## src/rtl/sprite_overlay.sv

```systemverilog
// Sprite overlay: scan-position hit test, ROM fetch, animation frames and blinking.
// Optional macro SPRITE_OVERLAY_TRANSPARENT_EN: pixels equal to KEY_COLOR are transparent.
module sprite_overlay #(
    parameter int unsigned WIDTH           = 177,
    parameter int unsigned HEIGHT          = 26,
    parameter int unsigned FRAMES          = 1,
    parameter int unsigned ADDR_W          = 16,
    parameter int unsigned ROM_LAT         = 0,
    parameter int unsigned TICKS_PER_FRAME = 8,
    parameter int unsigned BLINK_TICKS     = 30,
    parameter logic [15:0] DEFAULT_COLOR   = 16'hffff,
    parameter logic [15:0] KEY_COLOR       = 16'h0000
) (
    input  logic              clk,
    input  logic              rst,
    input  logic [9:0]        x,
    input  logic [8:0]        y,
    input  logic [9:0]        posx,
    input  logic [8:0]        posy,
    input  logic              isplay,
    input  logic              frame_tick,
    input  logic              anim_en,
    input  logic              blink_en,
    output logic [ADDR_W-1:0] rom_addr,
    input  logic [15:0]       rom_data,
    output logic [15:0]       color,
    output logic              is_display
);

    localparam int unsigned FRAME_SZ   = WIDTH * HEIGHT;
    localparam logic [15:0] ANIM_LAST  = 16'(TICKS_PER_FRAME - 1);
    localparam logic [15:0] BLINK_LAST = 16'(BLINK_TICKS - 1);
    localparam logic [3:0]  FRAME_LAST = 4'(FRAMES - 1);

    logic [15:0] color_d, color_q;
    logic        is_display_d, is_display_q;
    logic [3:0]  frame_idx_d, frame_idx_q;
    logic [15:0] anim_cnt_d, anim_cnt_q;
    logic [15:0] blink_cnt_d, blink_cnt_q;
    logic        visible_d, visible_q;

    logic        hit;
    logic        hit_dly;
    logic        pix_hit;
    logic [10:0] x_end;
    logic [9:0]  y_end;
    logic [9:0]  dx;
    logic [8:0]  dy;
    logic [31:0] addr_full;

    // Widened end coordinates so a sprite near the right/bottom edge clips instead of wrapping.
    always_comb begin
        x_end = {1'b0, posx} + 11'(WIDTH);
        y_end = {1'b0, posy} + 10'(HEIGHT);
        hit   = isplay & visible_q & (x >= posx) & ({1'b0, x} < x_end)
                & (y >= posy) & ({1'b0, y} < y_end);
        dx        = x - posx;
        dy        = y - posy;
        addr_full = 32'(frame_idx_q) * 32'(FRAME_SZ) + 32'(dy) * 32'(WIDTH) + 32'(dx);
        rom_addr  = hit ? addr_full[ADDR_W-1:0] : '0;
    end

    generate
        if (ROM_LAT == 0) begin : g_lat0
            assign hit_dly = hit;
        end else begin : g_latn
            logic [ROM_LAT-1:0] hit_sr_d, hit_sr_q;

            always_comb begin
                hit_sr_d = (hit_sr_q << 1) | ROM_LAT'(hit);
            end

            always_ff @(posedge clk) begin
                if (rst) begin
                    hit_sr_q <= '0;
                end else begin
                    hit_sr_q <= hit_sr_d;
                end
            end

            assign hit_dly = hit_sr_q[ROM_LAT-1];
        end
    endgenerate

    always_comb begin
        pix_hit = hit_dly;
`ifdef SPRITE_OVERLAY_TRANSPARENT_EN
        if (rom_data == KEY_COLOR) begin
            pix_hit = 1'b0;
        end
`endif
        color_d      = pix_hit ? rom_data : DEFAULT_COLOR;
        is_display_d = pix_hit;
    end

`ifndef SPRITE_OVERLAY_TRANSPARENT_EN
    logic unused_key;
    assign unused_key = ^KEY_COLOR;
`endif

    always_comb begin
        anim_cnt_d  = anim_cnt_q;
        frame_idx_d = frame_idx_q;
        if (frame_tick && anim_en) begin
            if (anim_cnt_q == ANIM_LAST) begin
                anim_cnt_d  = '0;
                frame_idx_d = (frame_idx_q == FRAME_LAST) ? 4'd0 : frame_idx_q + 4'd1;
            end else begin
                anim_cnt_d = anim_cnt_q + 16'd1;
            end
        end
    end

    // Disabling blink forces the sprite visible and restarts the half-period.
    always_comb begin
        blink_cnt_d = blink_cnt_q;
        visible_d   = visible_q;
        if (!blink_en) begin
            blink_cnt_d = '0;
            visible_d   = 1'b1;
        end else if (frame_tick) begin
            if (blink_cnt_q == BLINK_LAST) begin
                blink_cnt_d = '0;
                visible_d   = ~visible_q;
            end else begin
                blink_cnt_d = blink_cnt_q + 16'd1;
            end
        end
    end

    always_ff @(posedge clk) begin
        if (rst) begin
            color_q      <= DEFAULT_COLOR;
            is_display_q <= 1'b0;
            frame_idx_q  <= '0;
            anim_cnt_q   <= '0;
            blink_cnt_q  <= '0;
            visible_q    <= 1'b1;
        end else begin
            color_q      <= color_d;
            is_display_q <= is_display_d;
            frame_idx_q  <= frame_idx_d;
            anim_cnt_q   <= anim_cnt_d;
            blink_cnt_q  <= blink_cnt_d;
            visible_q    <= visible_d;
        end
    end

    assign color      = color_q;
    assign is_display = is_display_q;

endmodule

```

## config.mk

```make
export PLATFORM = sky130hd
export DESIGN_NAME = sprite_overlay
export DESIGN_NICKNAME = d
export VERILOG_FILES = /design/src/rtl/sprite_overlay.sv
export SDC_FILE = /design/constraint.sdc
export NUM_CORES = 1
export LEC_CHECK = 0
export BUFFER_PORTS_ARGS = -buffer_cell sky130_fd_sc_hd__buf_4
export CORE_UTILIZATION = 27
export CTS_CLUSTER_SIZE = 28
export DETAILED_ROUTE_END_ITERATION = 16
export GPL_ROUTABILITY_DRIVEN = 1
export SYNTH_ARGS = -nofsm -noshare
export SYNTH_HDL_FRONTEND = slang
export SYNTH_SLANG_ARGS = --single-unit
```

## constraint.sdc

```tcl
create_clock -name clk -period 8.55 [get_ports clk]
set_input_delay 0.855 -clock clk [delete_from_list [all_inputs] [get_ports clk]]
set_output_delay 0.855 -clock clk [all_outputs]
set_load 0.1 [all_outputs]
```

==> run metrics, run 1 <==
status finished, final reports clean; Final Non-Filler Cells approximately 1.1k; Reg power frac 12.4%; die width 155 um; final wirelength 14000 um; CP required 7.70 ns; Synth Flop Type dfxtp_1; Leak 3.61 nW; Sw Ratio 47.9%; RePlAce Congestion approximately 0.81; die height 155 um; CP Max Fanout 4; Final Hold Violating Endpoints 0; die area 0.0241 sq mm; DPL Wire Length 12000 um; largest net degree at the start of global routing 30; Worst Path Buf+Inv 5; Largest delay share family, worst path adder cells; Placed Cells about 1.1k; RSZ-0062 raised after global routing false; core area 0.0228 sq mm; Max-cap violations 0; Crit path largest cell delay 0.54 ns; clk slew on worst S/H paths 0.07 ns; Final WS setup slightly above 0.8 ns; GR Overflow Total 0; fmax between 0.1 and 0.15 GHz; fraction of layout cells with a size suffix above 1 13.7%; DRC errors left 0; root buffer cell clkbuf_16; setup violation total in the final timing report 0; Internal roughly 1.1 mW; global-route wire length before repair 23600 um; Slew @ Worst Pin 0.647 ns; number of synthesized register bits 54; switching power slightly below 1 mW; smallest hold slack 0.495 ns; Starting Density 27.8%; # port buffers 92; slew margin rel. a little under three fifths; area share of the largest cell type after synthesis a little under a quarter; post-layout util 32.9%; Mapped Cells between 700 and 800; Detail Route Antenna Nets 0; Peak supply drop between 0.00015 and 0.0002 V; 1st-pass router iterations 4; minimum clock period approximately 7.7 ns; crit path DAT a little under 7 ns; Gate power share 76.7%; period utilisation layout 90.3%; initial antenna violation count 0; area post-placement 0.00736 sq mm; clk sinks 54; Clock power frac 10.9%; Pins Over Slew Limit 0; Post-Route Skew 0.00583 ns; total negative slack 0 ns; Synth area leaders ha_1, dfxtp_1, fa_1, xnor2_1, inv_1; Net Count, Synth 952; total power 2.04 mW; Worst path most repeated cell ha_1; Synth Cell Area 0.00634 sq mm; CP Launch Type input pin; H-tree depth 2; number of global-route vias before repair roughly 5.1k; Async SR Flop Fraction 0%; IO Count 93; power per cell area 272 mW/mm^2; fin nets 1041; Rows 55; worst hold path class register to register; WS Path Type input pin to output pin; aggregate global-route resource usage about an eighth; critical path's slowest cell fa_1; sequential share of the synthesized area 17.0%; yosys warns 0; via count 5102; Crit. End Element output pin; Post-synth EDFFs 0; routed vias/inst around 4.5; Clock Latency Late Sink around 0.28 ns; clock buffer depth 2; CTS buffer count 5; pre-CTS WS about 0.85 ns; cell taking the most area after synthesis ha_1; Synth Area per Inst around 8.6 sq um; setup bufs post-CTS 0; drt first-iter violations around 140; Yosys cell types 60; hold buffers post-CTS 0; Area Overhead vs Synth 18.6%; post-route cell area 0.00753 sq mm; PostCTS Resize Cnt 0; CTS tree yes; WL/cell ~12 um; n_diodes 0
==> path summary, 6_finish.rpt <==
path,start,end,slack (ns),cells after the start
worst max-delay path,posy[1],rom_addr[15],0.83,26
worst max register to register,visible_q$_SDFFE_PP1P_,color[3]$_SDFF_PP1_,6.32,7
worst min register to register,anim_cnt_q[15]$_SDFFE_PP0P_,anim_cnt_q[15]$_SDFFE_PP0P_,0.49,2
worst min-delay path,anim_cnt_q[15]$_SDFFE_PP0P_,anim_cnt_q[15]$_SDFFE_PP0P_,0.49,2
==> state kept, by name, indices dropped and copies added, names as in the netlist <==
| name | count |
|---|---|
| visible_q | 1 |
| is_display | 1 |
| anim_cnt_q | 16 |
| color | 16 |
| frame_idx_q | 4 |
| blink_cnt_q | 16 |
==> cell usage after synthesis (7+ instances only) <==
cell type  number
nand2_1        42
nor2b_1         9
nor3_1          7
nand3_1        12
o21a_1         11
or3_1          19
a21oi_1        37
xnor2_1        45
inv_1         102
fa_1           36
dfxtp_1        54
o21ai_0        18
xor2_1         35
and3_1         14
nor2_1         65
ha_1          120
nand4_1        13
a21o_1         11
==> cells in the final DEF (no fill, tap or decap), types with 3 or more instances in the layout <==
cell type,count
a211oi_1,5
a21o_1,11
a21oi_1,37
a21oi_2,3
and2_1,6
and3_1,14
buf_4,92
clkbuf_16,5
dfxtp_1,54
fa_1,36
ha_1,120
inv_1,102
mux2i_1,5
nand2_1,42
nand2b_1,5
nand3_1,12
nand4_1,13
nor2_1,65
nor2b_1,9
nor3_1,7
nor4_1,5
o211ai_1,4
o21a_1,11
o21ai_0,18
o21ai_1,5
o21bai_1,4
or3_1,19
xnor2_1,45
xor2_1,35
==> final cells by class <==
class | count | area (sq um)
multi-input combinational | 570 | 4810
tap | 313 | 392
inverter | 102 | 383
sequential | 54 | 1080
clock buffer | 5 | 125
timing repair buffer | 92 | 691
fill | 2418 | 15300
clock inverter | 3 | 40.0
==> cells by family after synthesis <==
kind of cell | count (synthesis) | share of synthesized area, %
xor gates and xnor gates | 81 | 11.3
and+or+nand+nor | 208 | 16.2
adders and majority gates | 156 | 35.0
buffers and inverters | 112 | 7.08
DFF | 54 | 17.0
muxes | 5 | 0.789
AOI/OAI and AO/OA | 120 | 12.5
==> worst reg2reg max path, cell delays in order, from the launching register on <==
cell      delay (ns)
dfxtp_1         0.43
o211ai_1        0.12
a21oi_1         0.13
o311ai_1        0.11
a211oi_1        0.18
o41a_2          0.30
nand2_2         0.36
or3_1           0.48
==> layer usage <==
metal / vias to the layer above / track usage (%) / share of wire [%] / routed length, um
met2: 78 / 21.1 / 47 / 6610
met4: 0 / 1.54 / 0.57 / 79
met5: - / 0 / 0 / 0
met3: 6 / 1.23 / 3.2 / 447
met1: 2357 / 15.7 / 49 / 6820
li1: 2661 / - / - / -
==> power by group through the flow <==
stage | Combinational [mW] | Sequential (mW) | Clock [mW]
after CTS | 1.59 | 0.254 | 0.230
after global routing | 1.81 | 0.255 | 0.238
after floorplan | 1.24 | 0.265 | 0
after detailed placement | 1.58 | 0.260 | 0
final | 1.57 | 0.254 | 0.222
after global placement | 1.57 | 0.260 | 0
Power figures use the tool's default switching activity.
==> inputs of run 2 (changes only) <==
Settings changed: CTS_BUF_LIST set to sky130_fd_sc_hd__clkbuf_4 sky130_fd_sc_hd__clkbuf_8.
==> run 2 against run 1 <==
Against the previous run: worst hold slack gained 0.0022 ns; clock power shrank 26%; maximum frequency is essentially flat; critical path type unchanged.
==> run metrics, run 2 (same netlist as run 1, synthesis figures left out) <==
post-route cell area 0.00747 sq mm; Starting Density between 20% and 30%; CTS buffer count 5; core area 0.0228 sq mm; die area 0.0241 sq mm; Register Area 0.00108 sq mm; n_diodes 0; clock buffer depth 2; CTS tree yes; PostCTS Resize Cnt 0; H-tree depth 2; slew margin rel. 56.9%; die height 155 um; post-layout util 32.7%; DPL Wire Length between 10000 and 15000 um; setup bufs post-CTS 0; IO Count 93; CP required 7.70 ns; area post-placement 0.00736 sq mm; initial antenna violation count 0; total power slightly below 2 mW; area occupied by multi-input gates 0.00481 sq mm; commonest non-fill, non-tap cell in the layout ha_1; hold depth 2; Largest delay share family, worst path adder cells; die width 155 um; root buffer cell clkbuf_8; RSZ-0062 raised after global routing false; Rows 55; hold buffers post-CTS 0; Final Hold Violating Endpoints 0; global-route wire length before repair 23500 um; # port buffers 92; period utilisation layout 90.3%; CP Launch Type input pin; aggregate global-route resource usage 11.8%; Max-cap violations 0; setup violation total in the final timing report 0; RePlAce Congestion 0.810; R2R cell count 7; Crit. End Element output pin; fillcell total approximately 2.4k; final wirelength 13900 um; GR Overflow Total 0; Area Overhead vs Synth 17.7%; Crit path depth 26; crit path DAT 6.86 ns; fin nets 1041; Worst Path Buf+Inv 5; worst hold path class register to register; status finished, final reports clean; via count 5103; clk sinks 54; Post-Route Skew 0.00925 ns; Crit path largest cell delay 0.54 ns; WS Path Type input pin to output pin; minimum clock period 7.72 ns; critical path's slowest cell fa_1; largest net degree at the start of global routing 30; power per cell area 266 mW/mm^2; Peak supply drop 0.000166 V; Detail Route Antenna Nets 0; fmax 0.130 GHz; fraction of layout cells with a size suffix above 1 between 10% and 20%; Leak 3.59 nW; WL/cell 12.2 um; Clock Latency Late Sink 0.30 ns; 1st-pass router iterations 4; DRC errors left 0; Pins Over Slew Limit 0; total negative slack 0 ns; drt first-iter violations 157; Slew @ Worst Pin 0.646 ns; number of global-route vias before repair between 5k and 6k; commonest cells after routing, fill and taps aside ha_1, inv_1, buf_4; smallest hold slack 0.497 ns; Worst path most repeated cell ha_1; routed vias/inst 4.48; CP Max Fanout 4; clk slew on worst S/H paths 0.09 ns
[run 2: cell counts in the layout (fill, tap and decap cells not counted)]
Identical to the previous run, type by type.
[run 2: stage by stage]
stage,setup WS [ns],std cells
after detailed placement,0.851,1131
after floorplan,0.238,736
final,0.831,1139
after CTS,0.816,1139
after global routing,0.394,1139
after global placement,0.891,1131
[run 2: final cells by class]
cell class	count	area share (%)
Clock buffer	5	0.921
Multi-Input combinational cell	570	64.5
Sequential cell	54	14.5
Clock inverter	3	0.536
Timing Repair Buffer	92	9.25
Tap cell	313	5.24
Inverter	102	5.13
[run 2: power breakdown]
group | internal, mW | switching (mW)
combinational | 0.675 | 0.893
sequential | 0.253 | 0.00127
clock | 0.0862 | 0.0785
total | 1.01 | 0.973
[run 2: metal layers]
metal	track usage, %	wire length [um]
met5	0	0
met3	1.23	447
met2	21.0	6560
met1	15.6	6810
met4	1.54	102
[run 2: worst register-to-register path: stages, from the launching register on]
cell	delay, ns
dfxtp_1	0.44
o211ai_1	0.12
a21oi_1	0.13
o311ai_1	0.11
a211oi_1	0.18
o41a_2	0.30
nand2_2	0.36
or3_1	0.48
[run 2: path summary, 6_finish.rpt]
kind,from,endpoint,slack (ns)
max,posy[1],rom_addr[15],0.83
min,anim_cnt_q[15]$_SDFFE_PP0P_,anim_cnt_q[15]$_SDFFE_PP0P_,0.50
max reg2reg,visible_q$_SDFFE_PP1P_,color[3]$_SDFF_PP1_,6.32
min reg2reg,anim_cnt_q[15]$_SDFFE_PP0P_,anim_cnt_q[15]$_SDFFE_PP0P_,0.50
==> inputs of run 3 (changes only) <==
Settings changed: REMOVE_ABC_BUFFERS set to 1, SKIP_LAST_GASP set to 1.
==> run 3 against run 2 <==
Against the previous run: sequential power hardly changed; power is 0.71% lower; largest power group unchanged; critical path depth stayed put; critical endpoint unchanged; global-route usage is 0.41 points lower; setup slack worse by 0.021 ns; cell area is 0.25% lower.
==> run metrics, run 3 (same netlist as run 1, synthesis figures left out) <==
status finished, final reports clean; Area Overhead vs Synth 17.4%; Rows 55; hold depth 2; WS Path Type input pin to output pin; slew margin rel. 58.7%; commonest non-fill, non-tap cell in the layout ha_1; CTS tree yes; setup violation total in the final timing report 0; largest net degree at the start of global routing 30; CTS buffer count 5; DPL Wire Length around 12000 um; number of global-route vias before repair 4941; core area 0.0228 sq mm; RePlAce Congestion 0.806; post-layout util 32.6%; Leak 3.57 nW; Gate power share between 70% and 80%; met2 wire len 6230 um; Final Hold Violating Endpoints 0; Detail Route Antenna Nets 0; routed vias/inst approximately 4.4; Pins Over Slew Limit 0; Starting Density 27.8%; Hold Startpoint anim_cnt_q[15]$_SDFFE_PP0P_; met3 WL post-DR 412 um; Crit path largest cell delay 0.54 ns; CP required 7.70 ns; IO Count 93; M1 WL ~7000 um; aggregate global-route resource usage between 10 and 15%; Reg power frac 12.9%; drt first-iter violations 199; CP Max Fanout 4; root buffer cell clkbuf_8; Sw Ratio 50.0%; setup bufs post-CTS 0; hold buffers post-CTS 0; PostCTS Resize Cnt 0; GR Overflow Total 0; Peak supply drop 0.000216 V; via count roughly 5.1k; die area 0.0241 sq mm; die height ~160 um; clk slew on worst S/H paths 0.10 ns; period utilisation layout just over 90%; commonest cells after routing, fill and taps aside ha_1, inv_1, buf_4; global-route wire length before repair 22800 um; WL/cell 11.9 um; RSZ-0062 raised after global routing false; fin nets 1041; uppermost routed layer met4; Largest delay share family, worst path adder cells; Slew @ Worst Pin 0.619 ns; fillcell total between 2k and 2.5k; Clock Latency Late Sink ~0.31 ns; fraction of layout cells with a size suffix above 1 13.7%; die width 155 um; CP Launch Type input pin; # port buffers 92; initial antenna violation count 0; Worst path most repeated cell ha_1; Crit path depth 26; Crit. End Element output pin; 1st-pass router iterations 4; total negative slack 0 ns; worst hold path class register to register; H-tree depth 2; CP Launch Point posy[1]; clk sinks 54; power per cell area 265 mW/mm^2; worst r2r src visible_q$_SDFFE_PP1P_; n_diodes 0; Worst Path Buf+Inv 5; Max-cap violations 0; crit path DAT 6.88 ns; Internal 986 uW; switching power slightly below 1 mW; R2R cell count 7; critical path's slowest cell fa_1; final wirelength roughly 14000 um; fmax 0.129 GHz; DRC errors left 0; clock buffer depth 2; Post-Route Skew 0.0107 ns; minimum clock period 7.74 ns; Clock power frac 7.2%
[run 3: tightest hold or removal path, cell delays in order, from the launching register on]
cell	delay, ns
dfxtp_1	0.33
o21ai_0	0.07
a21oi_1	0.06
[run 3: path summary, 6_finish.rpt]
path	endpoint	slack (ns)
min	anim_cnt_q[15]$_SDFFE_PP0P_	0.50
min reg2reg	anim_cnt_q[15]$_SDFFE_PP0P_	0.50
max	rom_addr[15]	0.81
max reg2reg	color[11]$_SDFF_PP1_	6.38
[run 3: metrics by stage]
step           hold WS (ns)  area, sq um  std cells  power, mW  worst slack (ns)
2_1_floorplan         0.458         6280        726       1.50             0.238
3_5_place_dp          0.490         7360       1131       1.84             0.776
6_report              0.504         7450       1139       1.97             0.810
5_1_grt               0.533         7450       1139       2.22             0.386
4_1_cts               0.505         7450       1139       2.01             0.760
3_3_place_gp          0.477         7360       1131       1.84             0.884
[run 3: power groups by stage]
stage | clock network (mW) | registers [mW] | logic, mW
floorplan | 0 | 0.265 | 1.24
global placement | 0 | 0.260 | 1.58
detailed placement | 0 | 0.260 | 1.58
CTS | 0.150 | 0.254 | 1.60
global route | 0.158 | 0.255 | 1.81
finish | 0.143 | 0.254 | 1.58
[run 3: cell type report]
class	count	area [sq um]	share of cell area (%)
well taps	313	392	5.26
clock buffers	5	68.8	0.924
clock inverters	3	21.3	0.285
flip-flops and latches	54	1080	14.5
inverters	102	383	5.14
repair buffers	92	691	9.27
multi-input cells	570	4810	64.6
[run 3: layer usage]
metal | vias to the layer above | track usage, %
met5 | - | 0
li1 | 2663 | -
met1 | 2310 | 15.3
met3 | 11 | 0.891
met2 | 79 | 20.0
met4 | 0 | 1.77
